<file path="src/rtl/logic_basic_ready_delay.sv">
// Stream register slice: tready is retimed through STAGES flops and a
// small skid FIFO absorbs the beats still in flight while ready catches up.
module logic_basic_ready_delay #(
   parameter int WIDTH  = 1,
   parameter int STAGES = 1
) (
   input  logic             aclk,
   input  logic             areset_n,
   input  logic             rx_tvalid,
   input  logic [WIDTH-1:0] rx_tdata,
   output logic             rx_tready,
   input  logic             tx_tready,
   output logic             tx_tvalid,
   output logic [WIDTH-1:0] tx_tdata
);

   generate
      if (STAGES == 0) begin : g_pass
         logic w_unused;

         assign w_unused  = aclk ^ areset_n;
         assign rx_tready = tx_tready;
         assign tx_tvalid = rx_tvalid;
         assign tx_tdata  = rx_tdata;
      end else begin : g_slice
         localparam int DEPTH = 2*STAGES + 2;
         localparam int CW    = $clog2(DEPTH + 1);
         localparam int PW    = $clog2(DEPTH);

         localparam logic [CW-1:0] LP_DEPTH  = CW'(DEPTH);
         localparam logic [CW-1:0] LP_STAGES = CW'(STAGES);
         localparam logic [PW-1:0] LP_LAST   = PW'(DEPTH - 1);

         logic [WIDTH-1:0]  r_mem [DEPTH];
         logic [PW-1:0]     r_wr_ptr;
         logic [PW-1:0]     r_rd_ptr;
         logic [CW-1:0]     r_count;
         logic [STAGES-1:0] r_ready;

         logic [CW-1:0]     w_count_next;
         logic              w_wr;
         logic              w_rd;
         logic              w_space;

         assign rx_tready = r_ready[STAGES-1];
         assign tx_tvalid = (r_count != '0);
         assign tx_tdata  = r_mem[r_rd_ptr];

         assign w_wr = rx_tvalid & rx_tready;
         assign w_rd = tx_tvalid & tx_tready;

         always_comb begin
            w_count_next = r_count;
            unique case ({w_wr, w_rd})
               2'b10:   w_count_next = r_count + 1'b1;
               2'b01:   w_count_next = r_count - 1'b1;
               default: w_count_next = r_count;
            endcase
         end

         // Keep room for the STAGES beats that can still arrive
         // before the retimed ready reaches upstream.
         assign w_space = (LP_DEPTH - w_count_next) > LP_STAGES;

         always_ff @(posedge aclk or negedge areset_n) begin
            if (!areset_n) begin
               r_count  <= '0;
               r_wr_ptr <= '0;
               r_rd_ptr <= '0;
               r_ready  <= '0;
            end else begin
               r_count <= w_count_next;
               if (w_wr)
                  r_wr_ptr <= (r_wr_ptr == LP_LAST) ? '0 : r_wr_ptr + 1'b1;
               if (w_rd)
                  r_rd_ptr <= (r_rd_ptr == LP_LAST) ? '0 : r_rd_ptr + 1'b1;
               r_ready[0] <= w_space;
               for (int k = 1; k < STAGES; k++)
                  r_ready[k] <= r_ready[k-1];
            end
         end

         always_ff @(posedge aclk) begin
            if (w_wr)
               r_mem[r_wr_ptr] <= rx_tdata;
         end

         a_no_overflow: assert property (
            @(posedge aclk) disable iff (!areset_n)
            !(w_wr && (r_count == LP_DEPTH)));

         a_no_underflow: assert property (
            @(posedge aclk) disable iff (!areset_n)
            !(w_rd && (r_count == '0)));
      end
   endgenerate

endmodule

</file>
<file path="config.mk">
export PLATFORM = sky130hd
export DESIGN_NAME = logic_basic_ready_delay
export DESIGN_NICKNAME = d
export VERILOG_FILES = /design/src/rtl/logic_basic_ready_delay.sv
export SDC_FILE = /design/constraint.sdc
export NUM_CORES = 1
export LEC_CHECK = 0
export BUFFER_PORTS_ARGS = -buffer_cell sky130_fd_sc_hd__buf_2
export CAP_MARGIN = 30
export CORE_UTILIZATION = 54
export CTS_CLUSTER_DIAMETER = 30
export DETAILED_ROUTE_END_ITERATION = 10
export PLACE_DENSITY = 0.73
export SLEW_MARGIN = 20
export SYNTH_ARGS = -nofsm -noshare
export SYNTH_HDL_FRONTEND = slang
export SYNTH_SLANG_ARGS = --single-unit
</file>
<file path="constraint.sdc">
create_clock -name aclk -period 2.9 [get_ports aclk]
set_input_delay 0.435 -clock aclk [delete_from_list [all_inputs] [get_ports aclk]]
set_output_delay 0.435 -clock aclk [all_outputs]
set_load 0.005 [all_outputs]
</file>
==> metrics.yaml <==
critical_path:
  timing.rr.end: "rx_tready"
  rrSetupSlack_ns: 0.19
  crit_fanout: 6
  cp.required_ns: 3.05
  start_kind: "register"
  worstSetupEndpointType: "register"
  arrival_ns: 2.86
  worstSetupPathType: "register to register"
  r2r_cells: 11
  reg2reg_from: "g_slice.r_count[0]"
detailed_routing:
  dr.first_iter.drc_count: 5
  vias_per_cell: 5.28
  vias: 438
  routedWlPerCell_um: 13.6
  routed_wl_um: 1130
  drc: 0
  drtAntennaViolNets: 0
  firstDrtPassIters: 4
flow_run:
  cap_violations: 0
synthesis:
  syn_area_um2: 709
  ys_ff_latch: 12
  synth_top_area_share_pct: 28.2
  yosys.area_share.simple_pct: 15.3
  synth_area_leaders: "dfrtp_1 28%, edfxtp_1 17%, ha_1 14%"
  synth.largest_area_cell: "dfrtp_1"
  synth_fa_ha_area_share_pct: 16.9
  synthMuxAreaShare_pct: 10.6
  synth.avg_cell_area_um2: 12.4
  synth_nets: 71
  ys_warn_count: 0
  ys_seq_area_share_pct: 45.1
  synth_xor_area_share_pct: 3.70
  synth_compound_area_share_pct: 4.94
  syn_inst: 57
  ys_types: 26
  synth_top_family_by_area: "adder cells"
clock_network:
  cts-htree-levels: 1
  cts_made_buffers: 3
  postCtsSetupBuffers: 0
  cts_sinks: 12
  clock_latency_ns: 0.27
  clkTransAtPathRegs_ns: 0.07
  clock-root-buffer: "clkbuf_4"
  cts_tree: "built"
  clockBufferDepth: 2
timing:
  tightest_slew_ns: 0.349
  finalSetupViolations: 0
  fmax_ghz: 0.369
  hold_violations: 0
  rsz0062_at_grt: "no"
  fin_crit_sh_pct: 93.3
  maxSlewHeadroom_pct: 76.6
  setup_tns_ns: 0
  finalMaxSlewViolations: 0
  clock_skew_ns: 0.00685
  period_needed_ns: 2.71
worst_hold_path:
  hp-class: "input pin to register"
  whs_path_depth: 1
  hold_end: "g_slice.r_mem[1]"
  min-delay-start: "rx_tdata"
floorplan:
  die-area_um2: 1460
  fp.dieH_um: 38.2
  dieWidth_um: 38.2
  core_area_um2: 1160
  start_util_pct: 61.4
  io_pins: 8
  rows: 12
cells_and_area:
  num_antenna_cells: 0
  drive_above_1_share_pct: 27.5
  num-nets-final: 84
  fillers: 83
  area_growth_pct: 13.2
pwr:
  powerDensity_nw_per_um2: 1140
  peakVddDrop_uv: 639
  power_mw: 0.917
  static-leakage-power_nw: 0.394
place:
  portBuffers: 7
  dp_hpwl_um: 879
  gp_congestion: 0.676
run_status:
  outcome: "finished clean"
global_route:
  grt_use_total_pct: 20.7
  grt_pass1_vias: 418
  overflow: 0
  antenna_found_initial: 0
  grt_max_degree: 9
  grt_pass1_wl_um: 1840
[metal layers]
layer | track usage (%) | routed length [µm] | part of all wire, %
met5 | 0 | 0 | 0
met4 | 10.7 | 23 | 2.0
met3 | 8.72 | 51 | 4.5
met2 | 33.1 | 551 | 49
met1 | 23.4 | 503 | 45
[worst max path at each step]
stage	start	to	slack, ns
6_report	g_slice.r_count[0]	rx_tready	0.19
5_1_grt	g_slice.r_count[0]	rx_tready	0.04
4_1_cts	g_slice.r_count[0]	rx_tready	0.15
3_5_place_dp	g_slice.r_count[0]	rx_tready	0.15
3_3_place_gp	g_slice.r_count[0]	rx_tready	0.30
2_1_floorplan	g_slice.r_count[2]	rx_tready	0.35
[Yosys cell counts]
| cell type | count |
|---|---|
| a21o_1 | 1 |
| and2b_1 | 1 |
| and3_1 | 4 |
| and3b_1 | 1 |
| buf_2 | 1 |
| dfrtp_1 | 8 |
| edfxtp_1 | 4 |
| fa_1 | 1 |
| ha_1 | 8 |
| inv_1 | 5 |
| mux2_2 | 2 |
| mux2_4 | 2 |
| mux4_2 | 1 |
| nand2_1 | 2 |
| nand2_4 | 1 |
| nand3b_1 | 1 |
| nand4_1 | 1 |
| nor2_1 | 2 |
| nor2b_1 | 1 |
| nor3_1 | 2 |
| o21a_1 | 1 |
| o21ai_0 | 1 |
| o21bai_1 | 2 |
| or3_4 | 1 |
| xnor2_1 | 2 |
| xor2_1 | 1 |
[critical path: stages, from the launching register on]
cell	delay (ns)
dfrtp_1	0.44
or3_4	0.41
nand2_4	0.10
inv_1	0.05
ha_1	0.22
fa_1	0.47
mux2_2	0.30
inv_1	0.06
ha_2	0.22
nor2b_1	0.06
o21ai_0	0.16
nand4_1	0.11
[cell families (layout without fill, tap and decap cells)]
kind of cell             Yosys count  count (layout)
AND/OR/NAND/NOR                   17              17
flip-flops                        12              12
adder cells (fa/ha/maj)            9               9
buffers and inverters              6              18
AO/OA/AOI/OAI                      5               5
multiplexers                       5               5
XOR/XNOR                           3               3
[cell type report]
type,count,area [µm²],share of cell area [%]
clock buffer,3,22.5,2.80
clock inverter,1,3.75,0.467
inverter,5,18.8,2.34
multi-input combinational,39,368,45.8
sequential,12,320,39.9
tap,14,17.5,2.18
timing repair buffer,9,52.6,6.54
[state kept, by name (all words and copies together) (netlist names)]
| register | count |
|---|---|
| g_slice.r_mem | 4 |
| rx_tready | 1 |
| g_slice.r_wr_ptr | 2 |
| g_slice.r_count | 3 |
| g_slice.r_rd_ptr | 2 |
[cells in the final DEF (no fill, tap or decap)]
| cell | netlist | final |
|---|---|---|
| and3_1 | 4 | 4 |
| nand2_4 | 1 | 1 |
| or3_4 | 1 | 1 |
| buf_2 | 1 | 7 |
| nor2b_1 | 1 | 1 |
| nand3b_1 | 1 | 1 |
| clkinv_1 | 0 | 1 |
| nor2_1 | 2 | 2 |
| nand4_1 | 1 | 1 |
| dlygate4sd3_1 | 0 | 1 |
| xor2_1 | 1 | 1 |
| and2b_1 | 1 | 1 |
| edfxtp_1 | 4 | 4 |
| buf_4 | 0 | 1 |
| mux2_2 | 2 | 2 |
| a21o_1 | 1 | 1 |
| fa_1 | 1 | 1 |
| o21bai_1 | 2 | 2 |
| and3b_1 | 1 | 1 |
| o21a_1 | 1 | 1 |
| nand2_1 | 2 | 2 |
| mux4_2 | 1 | 1 |
| inv_1 | 5 | 5 |
| o21ai_0 | 1 | 1 |
| xnor2_1 | 2 | 2 |
| nor3_1 | 2 | 2 |
| ha_1 | 8 | 7 |
| mux2_4 | 2 | 2 |
| clkbuf_4 | 0 | 3 |
| ha_2 | 0 | 1 |
| dfrtp_1 | 8 | 8 |
[power by group]
group | internal [mW] | switching, mW | total [mW] | leakage (nW)
logic | 0.267 | 0.234 | 0.501 | 0.249
registers | 0.247 | 0.0648 | 0.312 | 0.129
clock network | 0.0498 | 0.0535 | 0.103 | 0.0154
[what timing repair did]
action / in CTS / in global routing
hold endpoints to repair: 8 / 0
hold buffers: 1 / 0
resized for setup: 0 / 1
endpoints found under the setup margin: 0 / 1
[stage by stage]
stage	hold WS [ns]	instances	worst slack [ns]	util [%]	instance area [µm²]
after floorplan	0.139	57	0.348	-	709
after global placement	0.285	78	0.299	66.1	764
after detailed placement	0.294	78	0.149	66.1	764
after CTS	0.363	83	0.152	69.3	801
after global routing	0.357	83	0.0416	69.5	803
final	0.368	83	0.193	69.5	803
(Power assumes the default switching activity.)
